==> config.mk <==
export PLATFORM = sky130hd
export DESIGN_NAME = imem_arbiter
export DESIGN_NICKNAME = d
export VERILOG_FILES = /design/src/rtl/imem_arbiter_pkg.sv /design/src/rtl/imem_arbiter_picker.sv /design/src/rtl/imem_arbiter.sv
export SDC_FILE = /design/constraint.sdc
export NUM_CORES = 1
export LEC_CHECK = 0
export ABC_CLOCK_PERIOD_IN_PS = 2740
export BUFFER_PORTS_ARGS = -buffer_cell sky130_fd_sc_hd__buf_2
export CAP_MARGIN = 20
export CORE_ASPECT_RATIO = 0.5
export CORE_UTILIZATION = 43
export DETAILED_ROUTE_END_ITERATION = 8
export PLACE_DENSITY = 0.95
export REMOVE_ABC_BUFFERS = 1
export SLEW_MARGIN = 20
export SYNTH_ARGS = -nofsm -noshare
export SYNTH_HDL_FRONTEND = slang
export SYNTH_SLANG_ARGS = --single-unit
==> constraint.sdc <==
create_clock -name clock -period 2.74 [get_ports clock]
set_clock_uncertainty 0.1 [all_clocks]
set_input_delay 0.274 -clock clock [delete_from_list [all_inputs] [get_ports clock]]
set_output_delay 0.274 -clock clock [all_outputs]
set_load 0.01 [all_outputs]
==> src/rtl/imem_arbiter_pkg.sv <==
`default_nettype none
// ============================================================================
//  Package     : imem_arb_pkg
//  Description : Shared types for the instruction/boot RAM arbiter.
//                state_t - arbiter mode (core running / boot download).
//                src_t   - identifies which requester owns the RAM port.
//                src_is_write - true for sources that write the RAM.
//  Revision    : 1.0 - initial release
// ============================================================================
package imem_arb_pkg;

   typedef enum logic [0:0] {
      RUN  = 1'b0,
      LOAD = 1'b1
   } state_t;

   typedef enum logic [2:0] {
      SRC_NONE   = 3'd0,
      SRC_FETCH  = 3'd1,
      SRC_DREAD  = 3'd2,
      SRC_DWRITE = 3'd3,
      SRC_LOADER = 3'd4
   } src_t;

   function automatic logic src_is_write(input src_t src);
      return (src == SRC_DWRITE) || (src == SRC_LOADER);
   endfunction

endpackage
`default_nettype wire

==> src/rtl/imem_arbiter_picker.sv <==
`default_nettype none
// ============================================================================
//  Module      : imem_arb_picker
//  Description : Combinational priority selection of the RAM owner.
//                LOAD : only the boot loader may own the RAM.
//                RUN  : dwrite > dread > fetch, unless fetch is starved,
//                       in which case fetch wins outright.
//  Ports       : state         in  current arbiter mode
//                fetch_starved in  starvation counter reached its limit
//                *_req         in  request lines of the four requesters
//                pick          out selected source (SRC_NONE when idle)
//  Revision    : 1.0 - initial release
// ============================================================================
module imem_arb_picker
   import imem_arb_pkg::*;
(
   input  state_t state,
   input  logic   fetch_starved,
   input  logic   fetch_req,
   input  logic   dread_req,
   input  logic   dwrite_req,
   input  logic   loader_req,
   output src_t   pick
);

   always_comb begin
      pick = SRC_NONE;
      if (state == LOAD) begin
         if (loader_req) pick = SRC_LOADER;
      end else begin
         if (fetch_req && fetch_starved) pick = SRC_FETCH;
         else if (dwrite_req)            pick = SRC_DWRITE;
         else if (dread_req)             pick = SRC_DREAD;
         else if (fetch_req)             pick = SRC_FETCH;
      end
   end

endmodule
`default_nettype wire

==> src/rtl/imem_arbiter.sv <==
`default_nettype none
// ============================================================================
//  Module      : imem_arbiter
//  Description : Shares one synchronous single-port RAM among core fetch,
//                core data read, core data write and the boot loader.
//                The core is held off while a download is in progress and
//                fetch is promoted after STARVE_LIMIT consecutive denials.
//  Ports       : clock, reset                 clock / sync active-high reset
//                fetch_*                       instruction fetch port
//                dread_*                       data read port
//                dwrite_*                      data write port
//                loader_start/done             pulses bracketing a download
//                loader_req/addr/data/gnt      boot loader write port
//                core_hold                     stall to the core (LOAD)
//                mem_en/we/addr/wdata/rdata    RAM interface (1-cycle read)
//  Revision    : 1.0 - initial release
// ============================================================================
module imem_arbiter
   import imem_arb_pkg::*;
#(
   parameter int ADDR_WIDTH   = 9,
   parameter int DATA_WIDTH   = 32,
   parameter int STARVE_LIMIT = 4
) (
   input  logic                  clock,
   input  logic                  reset,
   input  logic                  fetch_req,
   input  logic [ADDR_WIDTH-1:0] fetch_addr,
   output logic                  fetch_gnt,
   output logic                  fetch_rvalid,
   output logic [DATA_WIDTH-1:0] fetch_rdata,
   input  logic                  dread_req,
   input  logic [ADDR_WIDTH-1:0] dread_addr,
   output logic                  dread_gnt,
   output logic                  dread_rvalid,
   output logic [DATA_WIDTH-1:0] dread_rdata,
   input  logic                  dwrite_req,
   input  logic [ADDR_WIDTH-1:0] dwrite_addr,
   input  logic [DATA_WIDTH-1:0] dwrite_data,
   output logic                  dwrite_gnt,
   input  logic                  loader_start,
   input  logic                  loader_done,
   input  logic                  loader_req,
   input  logic [ADDR_WIDTH-1:0] loader_addr,
   input  logic [DATA_WIDTH-1:0] loader_data,
   output logic                  loader_gnt,
   output logic                  core_hold,
   output logic                  mem_en,
   output logic                  mem_we,
   output logic [ADDR_WIDTH-1:0] mem_addr,
   output logic [DATA_WIDTH-1:0] mem_wdata,
   input  logic [DATA_WIDTH-1:0] mem_rdata
);

   localparam int              CNT_W      = $clog2(STARVE_LIMIT + 1);
   localparam logic [CNT_W-1:0] STARVE_MAX = CNT_W'(STARVE_LIMIT);

   state_t                  state;
   logic [CNT_W-1:0]        starve_cnt;
   src_t                    pick;
   src_t                    sel;
   src_t                    last_src;
   logic [DATA_WIDTH-1:0]   fetch_held;
   logic [DATA_WIDTH-1:0]   dread_held;

   imem_arb_picker u_picker (
      .state         (state),
      .fetch_starved (starve_cnt == STARVE_MAX),
      .fetch_req     (fetch_req),
      .dread_req     (dread_req),
      .dwrite_req    (dwrite_req),
      .loader_req    (loader_req),
      .pick          (pick)
   );

   // Grants are combinational, so reset must mask them directly to keep the
   // RAM quiet while reset is asserted.
   assign sel = reset ? SRC_NONE : pick;

   assign fetch_gnt  = (sel == SRC_FETCH);
   assign dread_gnt  = (sel == SRC_DREAD);
   assign dwrite_gnt = (sel == SRC_DWRITE);
   assign loader_gnt = (sel == SRC_LOADER);

   assign mem_en    = (sel != SRC_NONE);
   assign mem_we    = src_is_write(sel);
   assign core_hold = !reset && (state == LOAD);

   always_comb begin
      mem_addr  = '0;
      mem_wdata = '0;
      case (sel)
         SRC_FETCH:  mem_addr = fetch_addr;
         SRC_DREAD:  mem_addr = dread_addr;
         SRC_DWRITE: begin
            mem_addr  = dwrite_addr;
            mem_wdata = dwrite_data;
         end
         SRC_LOADER: begin
            mem_addr  = loader_addr;
            mem_wdata = loader_data;
         end
         default: ;
      endcase
   end

   // A read issued in the cycle reset rises must not surface, hence the
   // reset term on the return path as well.
   assign fetch_rvalid = !reset && (last_src == SRC_FETCH);
   assign dread_rvalid = !reset && (last_src == SRC_DREAD);
   assign fetch_rdata  = reset ? '0 : (fetch_rvalid ? mem_rdata : fetch_held);
   assign dread_rdata  = reset ? '0 : (dread_rvalid ? mem_rdata : dread_held);

   always_ff @(posedge clock) begin
      if (reset) begin
         state      <= RUN;
         starve_cnt <= '0;
         last_src   <= SRC_NONE;
         fetch_held <= '0;
         dread_held <= '0;
      end else begin
         case (state)
            RUN:     if (loader_start) state <= LOAD;
            LOAD:    if (loader_done)  state <= RUN;
            default: state <= RUN;
         endcase

         if (state == LOAD || !fetch_req || fetch_gnt)
            starve_cnt <= '0;
         else if (starve_cnt != STARVE_MAX)
            starve_cnt <= starve_cnt + CNT_W'(1);

         last_src <= sel;
         if (fetch_rvalid) fetch_held <= mem_rdata;
         if (dread_rvalid) dread_held <= mem_rdata;
      end
   end

endmodule
`default_nettype wire

==> results_dict.tcl, run 1 <==
set metrics [dict create \
    floorplan.die_area_um2 8150 \
    nFillCells 664 \
    end_kind "output port" \
    cts_max_level 3 \
    ir_worst_vdd_uv 363 \
    timing.critical_path.from_type "flip-flop" \
    endpoint_arrival_time_on_the_critical_path_ps 2200 \
    drtIter0Drc 260 \
    layout_common_cells "buf_2 (253), nand2_1 (110), dfxtp_1 (71), a21oi_1 (35), a22o_1 (32)" \
    hold_path.class "input pin to flip-flop" \
    synth-edff-count 0 \
    grt_pass1_wl_mm 18.1 \
    hold_viol 0 \
    synth-seq-cells 71 \
    cts_inserted_buffers 9 \
    power.internal_mw 2.05 \
    synth_area_leaders "dfxtp_1 (43%), nand2_1 (12%), a22o_1 (8.4%), a21oi_2 (7.6%), a21oi_1 (5.2%)" \
    highest_clock_frequency_the_design_can_meet_mhz 388 \
    ctsResizeCount 0 \
    die_h_um 64.3 \
    yosys.area.top_type "dfxtp_1" \
    clk-insertion-delay-late_ps 330 \
    worstSetupPathType "flip-flop to output port" \
    power_frac_clock 0.451 \
    critical_path.slowest_cell "or4b_1" \
    drt_drc_violations_left 0 \
    wl_per_cell_um 16.1 \
    globalplace.congestion 0.864 \
    io_buffer_count 253 \
    mostFrequentLayoutCell "buf_2" \
    antenna_violations_before_repair 5 \
    syn-mean-instance-area_um2 8.29 \
    yosys_most_used_dff "dfxtp_1" \
    layout-drive-gt1-share 0.516 \
    grt_setup_unrepaired "no" \
    buffers_from_clock_root_to_sink_at_most 2 \
    clk_root_buffer_cell "clkbuf_16" \
    clock_slew_at_the_register_clock_pins_of_the_worst_setup_and_hold_paths_ps 60 \
    grtUsageMet3 0.135 \
    post_synth_num_cell_types 31 \
    vias 3888 \
    final_period_minus_worst_setup_slack_ps 2580 \
    power_density_nw_per_um2 561 \
    timing.critical_path.cells "or4b_1 > inv_2 > nand2_1 > a21oi_1 > buf_2" \
    grt_pass1_vias 3624 \
    synth_area_um2 3340 \
    post_cts_hold_buffer_count 0 \
    critical_path_peak_fanout 33 \
    drt.antenna.violating_nets 0 \
    dpl.hpwl_mm 9.14 \
    power_mw 2.75 \
    coreArea_um2 7430 \
    seq_area_um2 1420 \
    clock_sinks 71 \
    syn_to_final_growth_pct 46.8 \
    fin_nets 781 \
    viasPerCell 5.24 \
    critical-path-max-stage-delay_ps 550 \
    timing.hold.ws_ps 85.9 \
    seq_area_frac_synth 0.425 \
    slew_headroom 0.505 \
    yosys.area.top_type_share 0.425 \
    worst_ep_required_time_ps 2370 \
    io_pins 254 \
    combPwrFrac 0.157 \
    min_period_over_period 0.940 \
    floorplan.initialDensity 0.450 \
    status "completed" \
    grt_overflow_total 0 \
    critPathBufInv 2 \
    grtUsageTotal 0.292 \
    wl_mm 11.9 \
    yosysWarningCount 0 \
    postCtsSetupRepairBufs 0 \
    die_x_um 127 \
    slew_violations 0 \
    top_usage_layer "met2" \
    power.switching_fraction 0.254 \
    max_cap_viol_count 0 \
    cp_top_family "simple AND/OR/NAND/NOR gates" \
    grt_max_degree 52 \
    globalRouteMet2Util 0.483 \
    layout.core_utilization 0.660 \
    floorplan.rows 22 \
    static-leakage-power_nw 2.41 \
    drt_pre_antenna_iters 5 \
    power.switching_mw 0.699 \
    postSynth.asyncResetShare 0 \
    setup_viol_count_final 0 \
    multi_input_comb_area_um2 1690 \
    seqPwrFrac 0.392 \
    worstMarginPinSlew_ps 743 \
    global_route_met1_usage 0.341 \
    syn_inst 403 \
    cts_tree "built" \
]
## worst reg2reg max path: stages (launching register included)
cell	delay, ps
dfxtp_1	300
or4b_1	550
inv_2	490
nand2_1	150
a21oi_1	210
## sequential cells by signal, indices dropped and copies added, names as in the netlist
name	flops
state	1
dread_held	32
fetch_held	32
starve_cnt	3
last_src	3
## synth_stat cells (4+ instances only)
| cell type | count |
|---|---|
| a21oi_1 | 35 |
| nand2_2 | 19 |
| dfxtp_1 | 71 |
| nand2_1 | 110 |
| and3_1 | 4 |
| a21oi_2 | 29 |
| a22o_1 | 32 |
| nor2_1 | 4 |
| nand3_1 | 28 |
| clkbuf_1 | 17 |
| buf_2 | 11 |
| a32oi_1 | 9 |
## power groups by stage
stage	Clock, mW	Combinational, mW	Sequential, mW
after global placement	0	0.421	1.10
final	1.24	0.431	1.08
after CTS	1.26	0.430	1.08
after floorplan	0	0.183	1.10
after detailed placement	0	0.428	1.10
after global routing	1.31	0.468	1.08
## final timing paths
path,from,end,slack (ps),depth (start not counted)
min,loader_start,state$_SDFF_PP0_,90,3
min reg2reg,fetch_held[19]$_DFF_P_,fetch_held[19]$_DFF_P_,360,2
max reg2reg,last_src[0]$_SDFF_PP0_,dread_held[3]$_DFF_P_,840,4
max,last_src[0]$_SDFF_PP0_,dread_rdata[3],160,5
## logic make-up after synthesis
family	after synthesis	share of synthesized area
AND/OR/NAND/NOR	179	0.246
AO/OA/AOI/OAI	108	0.244
flip-flops	71	0.425
buffers and inverters	41	0.0715
multiplexers	2	0.00599
adder cells (fa/ha/maj)	2	0.00749
## metal layers
| layer | up-vias | routed length (um) |
|---|---|---|
| li1 | 1861 | - |
| met1 | 1832 | 4850 |
| met2 | 159 | 5580 |
| met3 | 28 | 1290 |
| met4 | 8 | 166 |
| met5 | - | 48 |
## area by class of cell
type | instances | share of cell area
Multi-Input combinational cell | 291 | 0.344
Tap cell | 96 | 0.0245
Sequential cell | 71 | 0.290
Clock inverter | 7 | 0.0199
Timing Repair Buffer | 261 | 0.270
Clock buffer | 9 | 0.0459
Inverter | 5 | 0.00484
Antenna cell | 2 | 0.00102
## metrics by stage
| step | setup WS, ps | instance area [um^2] | TNS, ps | std cells |
|---|---|---|---|---|
| floorplan | -584 | 3130 | -19530 | 367 |
| global placement | 559 | 4580 | 0 | 724 |
| detailed placement | 491 | 4580 | 0 | 724 |
| CTS | 184 | 4900 | 0 | 740 |
| global route | 64.9 | 4900 | 0 | 740 |
| finish | 165 | 4910 | 0 | 742 |
Note: power is estimated with default switching activity, not from simulation.
==> run 2: changes to the inputs <==
CORE_UTILIZATION = 30   (was 43)
PLACE_DENSITY = 0.75   (was 0.95)
==> run 2 against run 1 <==
Against the previous run: flip-flop and latch count unchanged; combinational power about the same; count of clock-buffer cells in the layout is 1 higher; largest power group unchanged; highest routed layer unchanged.
==> results_dict.tcl, run 2 (synthesis gave the netlist of run 1 again) <==
set metrics [dict create \
    mostFrequentLayoutCell "buf_2" \
    syn_to_final_growth_pct 48.4 \
    static-leakage-power_nw 2.41 \
    floorplan.rows 26 \
    worstHoldEndpoint "state$_SDFF_PP0_" \
    largestRegisters "dread_held x32, fetch_held x32" \
    final_period_minus_worst_setup_slack_ps 2530 \
    clk-insertion-delay-late_ps 320 \
    grt_setup_unrepaired "no" \
    floorplan.die_area_um2 11600 \
    numPlacedInstances 767 \
    critical_path.slowest_cell "or4b_1" \
    layout-drive-gt1-share 0.514 \
    worst_r2r_path_depth 4 \
    drt_drc_violations_left 0 \
    worstSetupPathType "flip-flop to output port" \
    finish.cell_count_without_fillers 782 \
    buffers_from_clock_root_to_sink_at_most 2 \
    globalplace.congestion 0.816 \
    worstHoldPathCells 3 \
    clk_root_buffer_cell "clkbuf_16" \
    clock_slew_at_the_register_clock_pins_of_the_worst_setup_and_hold_paths_ps 60 \
    end_kind "output port" \
    critical_path_peak_fanout 33 \
    cts_tree "built" \
    io_pins 254 \
    timing.hold.ws_ps 81.5 \
    coreArea_um2 10500 \
    vias 3681 \
    post_cts_hold_buffer_count 0 \
    dpl.hpwl_mm 8.44 \
    antenna_violations_before_repair 1 \
    fin_nets 780 \
    r2r-start "last_src[0]$_SDFF_PP0_" \
    slew_violations 0 \
    slew_headroom 0.430 \
    worstMarginPinSlew_ps 855 \
    multi_input_comb_area_um2 1690 \
    wl_mm 11.2 \
    worstReg2RegEnd "dread_held[17]$_DFF_P_" \
    timing.critical_path.cells "or4b_1 > inv_2 > nand2_1 > a21oi_1 > buf_2" \
    cts_inserted_buffers 9 \
    power_density_nw_per_um2 555 \
    viasPerCell 4.71 \
    die_x_um 151 \
    layout.core_utilization 0.472 \
    grt_max_degree 66 \
    worst_ep_required_time_ps 2370 \
    die_h_um 76.6 \
    io_buffer_count 253 \
    setup_viol_count_final 0 \
    cts_max_level 3 \
    wl_per_cell_um 14.4 \
    critical-path-max-stage-delay_ps 550 \
    max_cap_viol_count 0 \
    hold_path.class "input pin to flip-flop" \
    seq_area_um2 1420 \
    min_period_over_period 0.922 \
    grt_overflow_total 0 \
    grt_pass1_wl_mm 17.8 \
    n_diodes 0 \
    layout_common_cells "buf_2 (253), nand2_1 (110), dfxtp_1 (71), a21oi_1 (35), a22o_1 (32)" \
    drt_pre_antenna_iters 4 \
    postCtsSetupRepairBufs 0 \
    ff2ff_setup_slack_ps 890 \
    drt.antenna.violating_nets 0 \
    highest_clock_frequency_the_design_can_meet_mhz 396 \
    floorplan.initialDensity 0.318 \
    timing.critical_path.from_type "flip-flop" \
    status "completed" \
    grtUsageTotal 0.195 \
    clock_sinks 71 \
    drtIter0Drc 178 \
    endpoint_arrival_time_on_the_critical_path_ps 2150 \
    grt_pass1_vias 3563 \
    hold_viol 0 \
    ir_worst_vdd_uv 302 \
    nFillCells 1052 \
    ctsResizeCount 0 \
    min_from "loader_start" \
]
-- run 2: power by group --
group	internal (mW)	leakage (nW)	switching, mW
Clock	0.818	0.159	0.424
Sequential	1.07	0.576	0.0113
Combinational	0.189	1.68	0.241
Total	2.07	2.41	0.676
-- run 2: worst max-delay path, delay by kind of cell (launching register included) --
family | cells | cell delay, ps
flops | 1 | 300
buf+inv | 2 | 650
simple gates | 2 | 660
compound gates | 1 | 210
-- run 2: routing by layer --
metal  vias to the layer above  share of wire  track usage
li1                       1858              -            -
met1                      1704           0.42        0.221
met2                       104           0.51        0.350
met3                        13          0.061       0.0635
met4                         2         0.0093       0.0510
met5                         -        0.00089            0
-- run 2: how the worst max path moves through the flow --
stage / start / endpoint / slack, ps
6_report: last_src[0]$_SDFF_PP0_ / dread_rdata[6] / 210
5_1_grt: last_src[0]$_SDFF_PP0_ / dread_rdata[15] / 40
3_3_place_gp: reset / dread_rdata[6] / 460
2_1_floorplan: starve_cnt[0]$_SDFFE_PP0P_ / mem_wdata[0] / -580
3_5_place_dp: reset / dread_rdata[6] / 440
4_1_cts: last_src[0]$_SDFF_PP0_ / dread_rdata[6] / 200
-- run 2: cell type report --
type,count,area share
clock inverters,5,0.0166
clock buffers,10,0.0482
inverters,5,0.00479
flip-flops and latches,71,0.287
repair buffers,260,0.268
multi-input cells,291,0.340
well taps,140,0.0353
-- run 2: metrics by stage --
step                TNS [ps]  worst slack [ps]  total power [mW]  cell area (um^2)
floorplan             -19530              -584              1.28              3130
global placement           0               463              1.53              4640
detailed placement         0               444              1.53              4640
CTS                        0               197              2.79              4960
global route               0              40.9              2.88              4960
finish                     0               213              2.75              4960
